===== src/rtl/bitwise_logic_pipe.sv =====
// rtl/bitwise_logic_pipe.sv - pipelined WIDTH-bit bitwise logic unit with accumulate mode and result flags
module bitwise_logic_pipe #(
   parameter int WIDTH  = 32,
   parameter int STAGES = 2
) (
   input  logic             clock,
   input  logic             reset,
   input  logic             in_valid,
   output logic             in_ready,
   input  logic [2:0]       in_op,
   input  logic             in_accum,
   input  logic             in_last,
   input  logic [WIDTH-1:0] in_a,
   input  logic [WIDTH-1:0] in_b,
   output logic             out_valid,
   input  logic             out_ready,
   output logic [WIDTH-1:0] out_result,
   output logic             out_zero,
   output logic             out_all_ones,
   output logic             out_parity
);

   generate
      if (STAGES < 1 || STAGES > 4) begin : g_bad_stages
         $error("bitwise_logic_pipe: STAGES must be in 1..4");
      end
   endgenerate

   logic [STAGES-1:0] valid_q, valid_d;
   logic [WIDTH-1:0]  data_q [STAGES];
   logic [WIDTH-1:0]  data_d [STAGES];
   logic [WIDTH-1:0]  acc_q, acc_d;
   logic              in_burst_q, in_burst_d;
   logic              zero_q, zero_d;
   logic              all_ones_q, all_ones_d;
   logic              parity_q, parity_d;

   logic              stall;
   logic              accept;
   logic [WIDTH-1:0]  x_opnd;
   logic [WIDTH-1:0]  op_result;

   always_comb begin
      stall    = valid_q[STAGES-1] & ~out_ready;
      in_ready = ~stall & ~reset;
      accept   = in_valid & in_ready;
      x_opnd   = (in_accum && in_burst_q) ? acc_q : in_a;

      case (in_op)
         3'd0:    op_result = x_opnd & in_b;
         3'd1:    op_result = x_opnd | in_b;
         3'd2:    op_result = x_opnd ^ in_b;
         3'd3:    op_result = ~(x_opnd | in_b);
         3'd4:    op_result = ~(x_opnd & in_b);
         3'd5:    op_result = ~(x_opnd ^ in_b);
         3'd6:    op_result = x_opnd & ~in_b;
         default: op_result = x_opnd;
      endcase

      valid_d    = valid_q;
      data_d     = data_q;
      acc_d      = acc_q;
      in_burst_d = in_burst_q;
      zero_d     = zero_q;
      all_ones_d = all_ones_q;
      parity_d   = parity_q;

      // Bubbles carry zero data so the gated flags of an empty final stage read as 0.
      if (!stall) begin
         valid_d[0] = accept;
         data_d[0]  = accept ? op_result : '0;
         for (int i = 1; i < STAGES; i++) begin
            valid_d[i] = valid_q[i-1];
            data_d[i]  = data_q[i-1];
         end
         zero_d     = valid_d[STAGES-1] & (data_d[STAGES-1] == '0);
         all_ones_d = valid_d[STAGES-1] & (&data_d[STAGES-1]);
         parity_d   = valid_d[STAGES-1] & (^data_d[STAGES-1]);
      end

      if (accept && in_accum) begin
         acc_d      = op_result;
         in_burst_d = ~in_last;
      end
   end

   always_ff @(posedge clock) begin
      if (reset) begin
         valid_q    <= '0;
         data_q     <= '{default: '0};
         acc_q      <= '0;
         in_burst_q <= 1'b0;
         zero_q     <= 1'b0;
         all_ones_q <= 1'b0;
         parity_q   <= 1'b0;
      end else begin
         valid_q    <= valid_d;
         data_q     <= data_d;
         acc_q      <= acc_d;
         in_burst_q <= in_burst_d;
         zero_q     <= zero_d;
         all_ones_q <= all_ones_d;
         parity_q   <= parity_d;
      end
   end

   assign out_valid    = valid_q[STAGES-1];
   assign out_result   = data_q[STAGES-1];
   assign out_zero     = zero_q;
   assign out_all_ones = all_ones_q;
   assign out_parity   = parity_q;

endmodule


===== config.mk =====
export PLATFORM = sky130hd
export DESIGN_NAME = bitwise_logic_pipe
export DESIGN_NICKNAME = d
export VERILOG_FILES = /design/src/rtl/bitwise_logic_pipe.sv
export SDC_FILE = /design/constraint.sdc
export NUM_CORES = 1
export LEC_CHECK = 0
export BUFFER_PORTS_ARGS = -buffer_cell sky130_fd_sc_hd__buf_2
export CORE_MARGIN = 1.5
export CORE_UTILIZATION = 55
export DETAILED_ROUTE_END_ITERATION = 10
export PLACE_DENSITY_LB_ADDON = 0.25
export SLEW_MARGIN = 20
export SYNTH_ARGS = -nofsm -noshare
export SYNTH_HDL_FRONTEND = slang
export SYNTH_SLANG_ARGS = --single-unit

===== constraint.sdc =====
create_clock -name clock -period 4.4 [get_ports clock]
set_input_delay 0.22 -clock clock [delete_from_list [all_inputs] [get_ports clock]]
set_output_delay 0.22 -clock clock [all_outputs]
set_load 0.1 [all_outputs]

==> run summary, run 1 <==
Final WL: 20800 um
# DRC: 0
Clock sink count: 102
Met2 Wirelength: 9490 um
Final #Nets: 1172
Seq/Total Area, Yosys: 24.5%
Wire length on met3: 1120 um
Mapped Nets: 1152
DR WL/cell: 17.5 um
Top cells by count, synth: dfxtp_1 (102), ha_1 (97), inv_1 (66), a22o_1 (64), a21o_1 (63)
Worst-margin pin slew: 0.923 ns
Clock buffer depth: 2
HPWL after detailed placement: 14600 um
Post-synth EDFFs: 0
Startpoint Class: flop
# Post-CTS Setup Buffers: 0
Max cap viols: 0
Clock slew at reported path FFs: 0.06 ns
Fraction of registers with async set/reset: 0%
Uppermost layer routed: met4
Vias in the first global route: 6623
Final count of negative-setup-slack endpoints: 0
Clk_lat worst skew: 0.34 ns
FP Rows: 44
Status: completed
Worst hold path type: primary input to flop
Initial antenna violation count: 0
Fin Clk Skew: 0.0108 ns
DR pass1 iterations: 7
First DRT Iteration DRCs: 554
FF+latch area: 2040 um^2
Setup Total Neg Slack: 0 ns
Syn. warnings: 0
First-pass GRT wire length: 33600 um
Synth top area share: 24.5%
Initial Util: 56.8%
Overall Global Routing Usage: 26.0%
Synth area leader: dfxtp_1
Share of cells above drive strength 1: 14.8%
Vias/cell: 6.12
Worst hold slack: 0.102 ns
Critical path arrival: 3.05 ns
CTS tree: built
Wl on met1: 9830 um
Mapped cell area: 8350 um^2
Worst-path fanout max: 33
Final GP Congestion: 0.846
Final Hold Fails: 0
Crit path cell chain: buf_4 -> nand2_2 -> buf_4 -> mux2i_1 -> inv_1 -> ha_1 -> and2_1 -> o31ai_1 -> a32oi_1 -> mux2i_1 -> nor2_1
Most frequent cell after synthesis: dfxtp_1
Die Ht: 126 um
Ys flop type: dfxtp_1
RSZ-0062 raised after global routing: no
Setup CP Type: flop to flop
Ranking of synthesized cells by area: dfxtp_1 (24%), ha_1 (15%), a22o_1 (6.7%)
Die Area: 15900 um^2
Relative slew slack: 38.5%
Ant diodes: 0
# fillers: 1288
Vias after detailed routing: 7287
Distinct cell type count after synthesis: 43
Max Clock Freq: 350 MHz
Placeable Area: 14700 um^2
Worst VDD drop: 0.000212 V
Multi-input logic area: 5460 um^2
Pwr dens: 284 nW/um^2
Htree depth: 3
Root Driver: clkbuf_16
WP data required: 4.59 ns
Seq cells post-synth: 102
Hold buffer count at CTS: 0
CP endpoint kind: flop
CTS resizes: 0
Slowest CP cell: buf_4
I/O pin total: 110
Mean Syn Cell Area: 8.50 um^2
Cts bufs inserted: 9
Die Span X: 126 um
Area delta synth->final: 6.74%
Cell count after synthesis: 982
Port bufs: 109
Pin count of the biggest net entering global routing: 83
Final ANT Viol Nets: 0
Max stage delay on crit path: 0.40 ns
Slew Viols, Final: 0
Total gr overflow: 0
Period minus WS final: 2.86 ns
Final period util: 65.0%
Leakage: 0.00438 uW
[cells by family (layout without fill, tap and decap cells)]
logic type,count (synthesis),after routing,share of synthesized area [%]
AOI/OAI and AO/OA,368,368,32.0
DFF,102,102,24.5
buffers and inverters,180,204,10.3
xor gates and xnor gates,15,15,1.57
and+or+nand+nor,187,187,13.1
adders and majority gates,97,97,14.5
muxes,33,33,3.96
[state kept, by name, summed over array words and instances, names as in the netlist]
register	count
in_burst_q	1
out_parity	1
out_result	32
acc_q	32
out_all_ones	1
valid_q	2
data_q	32
out_zero	1
[per-layer routing]
layer | vias to the layer above | GRT usage (%)
met3 | 24 | 2.59
met1 | 3406 | 36.8
li1 | 3617 | -
met2 | 240 | 41.8
met4 | 0 | 8.11
met5 | - | 0
[worst paths after layout]
check        cells after the start    endpoint  startpoint  slack [ns]
max                             11   acc_q[20]  in_burst_q        1.54
min                              2  in_burst_q     in_last        0.10
max reg2reg                     11   acc_q[20]  in_burst_q        1.54
min reg2reg                      1  out_parity  out_parity        0.46
[worst max-delay path: cells and delay by family, from the launching register on]
kind	cells	cell delay, ns
flops	1	0.30
compound gates	2	0.32
mux	2	0.48
fa+ha+maj	1	0.29
buf+inv	3	0.72
simple gates	3	0.59
[power by group]
group / internal, uW / switching [uW] / leakage (uW)
Sequential: 976 / 44.7 / 0.000832
Clock: 392 / 371 / 0.000138
Combinational: 284 / 464 / 0.00341
Total: 1650 / 880 / 0.00438
[cell usage in the layout, fill, tap and decap left out, types with 6 or more instances in the layout]
master	count
a211o_1	46
a211oi_1	29
a21o_1	63
a21oi_1	46
a22o_1	64
a31oi_1	32
and3_1	31
buf_2	108
buf_4	15
clkbuf_16	9
dfxtp_1	102
ha_1	97
inv_1	66
mux2i_1	33
nand2_1	31
nand4_1	8
nor2_1	20
nor2b_1	49
nor3b_1	33
o211ai_1	15
o21ai_0	34
o21ai_1	13
o311ai_0	6
o311ai_1	10
xnor2_1	14
[metrics by stage]
stage	instances	utilization (%)	setup WS (ns)	power [uW]	area (um^2)
final	1190	60.6	1.54	2530	8910
after global routing	1190	60.6	1.30	2660	8910
after detailed placement	1175	58.7	1.48	1790	8630
after global placement	1175	58.7	1.54	1770	8630
after floorplan	982	-	1.71	1620	8350
after CTS	1190	60.6	1.55	2540	8910
[final cells by class]
type | count | area share, %
flip-flops and latches | 102 | 22.9
well taps | 184 | 2.58
repair buffers | 123 | 7.33
inverters | 66 | 2.78
multi-input cells | 700 | 61.2
clock buffers | 9 | 2.53
clock inverters | 6 | 0.618
Note: power is estimated with default switching activity, not from simulation.
==> run 2: changes to the inputs <==
==> constraint.sdc (replaced) <==
create_clock -name clock -period 2.7 [get_ports clock]
set_input_delay 0.135 -clock clock [delete_from_list [all_inputs] [get_ports clock]]
set_output_delay 0.135 -clock clock [all_outputs]
set_load 0.1 [all_outputs]
==> run 2 against run 1 <==
- non-clock buffer count increased by 13
- via count increased by 2.2%
- utilization increased by 1.1 points
- total power is 69% higher
- wire length increased by 3.2%
- first-iteration DRC count grew 7.4%
- sequential power grew 64%
- clock power up 80%
- worst setup slack worse by 1.1 ns
- critical path type unchanged
- largest cell class unchanged
- highest routed layer unchanged
==> run summary, run 2 (synthesis gave the netlist of run 1 again) <==
Clock buffer depth: 2
CP endpoint kind: flop
DR WL/cell: 17.8 um
Pwr dens: 471 nW/um^2
Clock sink count: 102
Ant diodes: 0
CTS tree: built
Vias/cell: 6.19
Final GP Congestion: 0.839
Post-DP Area: 8750 um^2
Cts bufs inserted: 9
Overall Global Routing Usage: 26.6%
DR pass1 iterations: 6
Fin area: 9080 um^2
Final period util: 83.3%
First DRT Iteration DRCs: 595
Clk_lat worst skew: 0.35 ns
I/O pin total: 110
Leakage: 0.00447 uW
Area delta synth->final: 8.72%
Htree depth: 3
Final ANT Viol Nets: 0
Total gr overflow: 0
Vias in the first global route: 6725
Hold buffer count at CTS: 1
Fin Clk Skew: 0.00585 ns
Relative slew slack: 50.8%
First-pass GRT wire length: 34300 um
Setup CP Type: flop to flop
CTS resizes: 0
Critical path arrival: 2.50 ns
# Post-CTS Setup Buffers: 0
Initial Util: 56.8%
WP data required: 2.95 ns
Initial antenna violation count: 0
Commonest cells after routing, fill and taps aside: buf_2 (108), dfxtp_1 (102), ha_1 (97)
Worst hold path type: primary input to flop
Port bufs: 109
Share of cells above drive strength 1: 15.9%
Die Ht: 126 um
RSZ-0062 raised after global routing: no
Final #Nets: 1185
Setup Total Neg Slack: 0 ns
FP Rows: 44
Commonest non-fill, non-tap cell in the layout: buf_2
Flop-to-flop setup slack: 0.45 ns
Placed cell count: 1187
# fillers: 1295
Period minus WS final: 2.25 ns
Die Area: 15900 um^2
Clock slew at reported path FFs: 0.07 ns
Vias after detailed routing: 7447
HPWL after detailed placement: 14800 um
Final count of negative-setup-slack endpoints: 0
Worst VDD drop: 0.000292 V
Final core occ: 61.7%
Die Span X: 126 um
Placeable Area: 14700 um^2
FF+latch area: 2040 um^2
Max Clock Freq: 444 MHz
Pin count of the biggest net entering global routing: 69
Status: completed
Final WL: 21400 um
# DRC: 0
Root Driver: clkbuf_16
Startpoint Class: flop
Multi-input logic area: 5460 um^2
Post-Layout Cell Count: 1204
Worst-path fanout max: 28
Max cap viols: 0
Slew Viols, Final: 0
Final Hold Fails: 0
Worst-margin pin slew: 0.738 ns
[run 2: cell types whose count changed in the layout (fill, tap and decap cells not counted), sizes merged]
cell,change
buf,+12
bufinv,+1
clkinv,+1
dlygate4sd3,+1
inv,-1
[run 2: final cells by class]
type,instances,share of cell area (%)
multi-input combinational,700,60.1
sequential,102,22.5
tap,184,2.54
timing repair buffer,136,8.57
clock inverter,7,1.03
inverter,66,2.73
clock buffer,9,2.48
[run 2: layer usage]
metal	vias to the layer above	GRT usage [%]	share of wire [%]
met1	3500	36.5	47
li1	3653	-	-
met4	0	7.17	1.4
met2	261	44.0	46
met5	-	0	0
met3	33	3.70	6.5
[run 2: worst paths after layout]
path                       start              to  depth (start not counted)
setup / recovery      in_burst_q      data_q[46]                          9
hold reg to reg   out_result[16]  out_result[16]                          1
hold / removal         out_ready      valid_q[1]                          4
setup reg to reg      in_burst_q      data_q[46]                          9
[run 2: through the flow]
step	power [uW]	worst slack, ns	hold WS [ns]
5_1_grt	4480	0.223	0.134
4_1_cts	4290	0.462	0.0856
6_report	4280	0.450	0.0909
3_3_place_gp	2910	0.471	0.357
2_1_floorplan	2630	0.0127	0.231
3_5_place_dp	2930	0.405	0.354
[run 2: report_power, final]
group,internal (uW),switching [uW]
Sequential,1590,78.6
Combinational,480,759
Clock,742,630
Total,2810,1470
[run 2: worst max-delay path, stage by stage, from the launching register on]
cell	delay (ns)
dfxtp_1	0.41
buf_4	0.31
and3_1	0.27
a21o_1	0.13
ha_1	0.24
o21ai_0	0.16
nand2_1	0.09
a31oi_1	0.19
a21oi_1	0.12
a22o_1	0.22
==> run 3: changes to the inputs <==
--- a/config.mk
+++ b/config.mk
@@ -7,7 +7,7 @@
 export LEC_CHECK = 0
 export BUFFER_PORTS_ARGS = -buffer_cell sky130_fd_sc_hd__buf_2
 export CORE_MARGIN = 1.5
-export CORE_UTILIZATION = 55
+export CORE_UTILIZATION = 54
 export DETAILED_ROUTE_END_ITERATION = 10
 export PLACE_DENSITY_LB_ADDON = 0.25
 export SLEW_MARGIN = 20
==> constraint.sdc (replaced) <==
create_clock -name clock -period 1.97 [get_ports clock]
set_input_delay 0.0985 -clock clock [delete_from_list [all_inputs] [get_ports clock]]
set_output_delay 0.0985 -clock clock [all_outputs]
set_load 0.1 [all_outputs]
==> run 3 against run 2 <==
- the run now ends with negative setup slack left
- highest routed layer unchanged
- worst hold slack got worse by 0.044 ns
- clock power increased by 28%
- first-iteration DRC count decreased by 23%
- design area increased by 14%
- critical endpoint is now data_q[32]
==> run summary, run 3 (synthesis gave the netlist of run 1 again) <==
DR WL/cell: 18.4 um
Vias/cell: 6.13
Fin Clk Skew: 0.00680 ns
Crit path capture: data_q[32]
Setup Total Neg Slack: -0.905 ns
HPWL after detailed placement: 16900 um
Htree depth: 3
CP startpoint: in_burst_q
Die Ht: 127 um
Pwr dens: 586 nW/um^2
Slew Viols, Final: 0
# DRC: 0
Clk_lat worst skew: 0.36 ns
First DRT Iteration DRCs: 461
FP Rows: 45
Final period util: 105%
Vias after detailed routing: 7890
DR pass1 iterations: 5
Period minus WS final: 2.07 ns
Final worst setup slack: -0.0956 ns
Commonest cells after routing, fill and taps aside: buf_2 (108), dfxtp_1 (100), buf_4 (95)
Clock buffer depth: 2
Port bufs: 109
Worst reg2reg startpoint: in_burst_q
Final GP Congestion: 0.893
# fillers: 1209
Clock sink count: 102
Placed cell count: 1266
Final Hold Fails: 0
Cts bufs inserted: 9
Worst-path fanout max: 6
Clock slew at reported path FFs: 0.07 ns
Failing checks: negative setup slack
Share of cells above drive strength 1: 31.8%
Commonest non-fill, non-tap cell in the layout: buf_2
Crit path cell chain: buf_6 -> buf_12 -> and3_1 -> a21o_1 -> ha_4 -> o21ai_1 -> nand2_1 -> a31oi_1 -> a21oi_2 -> a22o_1
Worst VDD drop: 0.000425 V
Vias in the first global route: 7164
CTS tree: built
Final count of negative-setup-slack endpoints: 34
Worst Path Buf+Inv: 2
Worst-margin pin slew: 0.494 ns
Setup CP Type: flop to flop
Slowest CP cell: dfxtp_4
RSZ-0062 raised after global routing: yes
First-pass GRT wire length: 36600 um
CP delay by family, top: compound AO/OA/AOI/OAI gates
Reg2Reg Depth: 10
Status: finished with violations
Area delta synth->final: 24.1%
Flop-to-flop setup slack: -0.1 ns
Total gr overflow: 0
Initial Util: 55.1%
Final #Nets: 1264
Max stage delay on crit path: 0.37 ns
Initial antenna violation count: 0
Worst hold path type: primary input to flop
Crit. path cell count: 10
Final WL: 23700 um
Overall Global Routing Usage: 28.2%
Final ANT Viol Nets: 0
Pin count of the biggest net entering global routing: 62
I/O pin total: 110
Max cap viols: 0
Root Driver: clkbuf_16
Max Clock Freq: 484 MHz
Die Area: 16200 um^2
Critical path arrival: 2.31 ns
Pre-CTS WS: -0.0976 ns
Startpoint Class: flop
CP endpoint kind: flop
Post-Layout Cell Count: 1287
Die Span X: 127 um
Worst hold slack: 0.0468 ns
Critical R2R Capture: data_q[32]
Leakage: 0.00490 uW
Placeable Area: 15100 um^2
WP data required: 2.22 ns
Ant diodes: 0
Relative slew slack: 67.3%
==> run 3: changes by cell type in the layout (fill, tap and decap cells not counted), moves of 14 or more <==
cell	change
buf_4	+70
o21ai_0	-34
ha_1	-27
a21oi_1	-23
a21oi_2	+23
o21ai_1	+20
ha_4	+18
o21ai_2	+14
==> run 3: worst reg2reg max path: stages, from the launching register on <==
cell and delay, ns:
dfxtp_4 0.37, buf_6 0.13, buf_12 0.13, and3_1 0.15
a21o_1 0.20, ha_4 0.23, o21ai_1 0.15, nand2_1 0.11
a31oi_1 0.23, a21oi_2 0.08, a22o_1 0.21
==> run 3: per-layer routing <==
metal	vias up	track usage (%)	part of all wire, %	routed length (um)
met5	-	0	0	0
met4	0	8.29	1.9	443
met3	38	2.93	7.2	1710
met2	304	44.9	45	10700
met1	3749	40.3	46	10800
li1	3799	-	-	-
==> run 3: report_power, final <==
group	total, uW	internal, uW	switching [uW]
combinational	2070	840	1230
sequential	2250	2180	67.4
clock	1760	889	868
total	6070	3910	2160
==> run 3: worst min path at each step <==
| stage | start | to | cells past startpoint |
|---|---|---|---|
| 2_1_floorplan | in_last | in_burst_q | 1 |
| 3_3_place_gp | in_last | in_burst_q | 2 |
| 3_5_place_dp | in_last | in_burst_q | 2 |
| 4_1_cts | out_ready | valid_q[1] | 4 |
| 5_1_grt | out_ready | valid_q[1] | 4 |
| 6_report | out_ready | valid_q[1] | 4 |
==> run 3: cell type report <==
type                            count  area (um^2)  area share (%)
Clock inverter                      7         63.8           0.616
Tap cell                          188          235            2.27
Multi-Input combinational cell    700         6070            58.6
Inverter                           66          248            2.39
Clock buffer                        9          225            2.17
Timing Repair Buffer              215         1470            14.2
Sequential cell                   102         2050            19.8
==> run 3: per-stage QoR <==
stage	total power [uW]	util (%)	instance area [um^2]
final	6070	68.4	10400
after global routing	6340	68.4	10400
after CTS	5930	65.1	9860
after detailed placement	4130	61.8	9350
after global placement	4100	61.8	9350
after floorplan	3610	-	8360
==> run 3: repair_timing <==
item,in CTS,in global routing
hold endpoints to repair,1,0
setup buffers,3,1
gates resized for setup,57,102
pin swaps,24,76
cloned,0,1
setup endpoints to repair,57,64
hold buffers,1,0
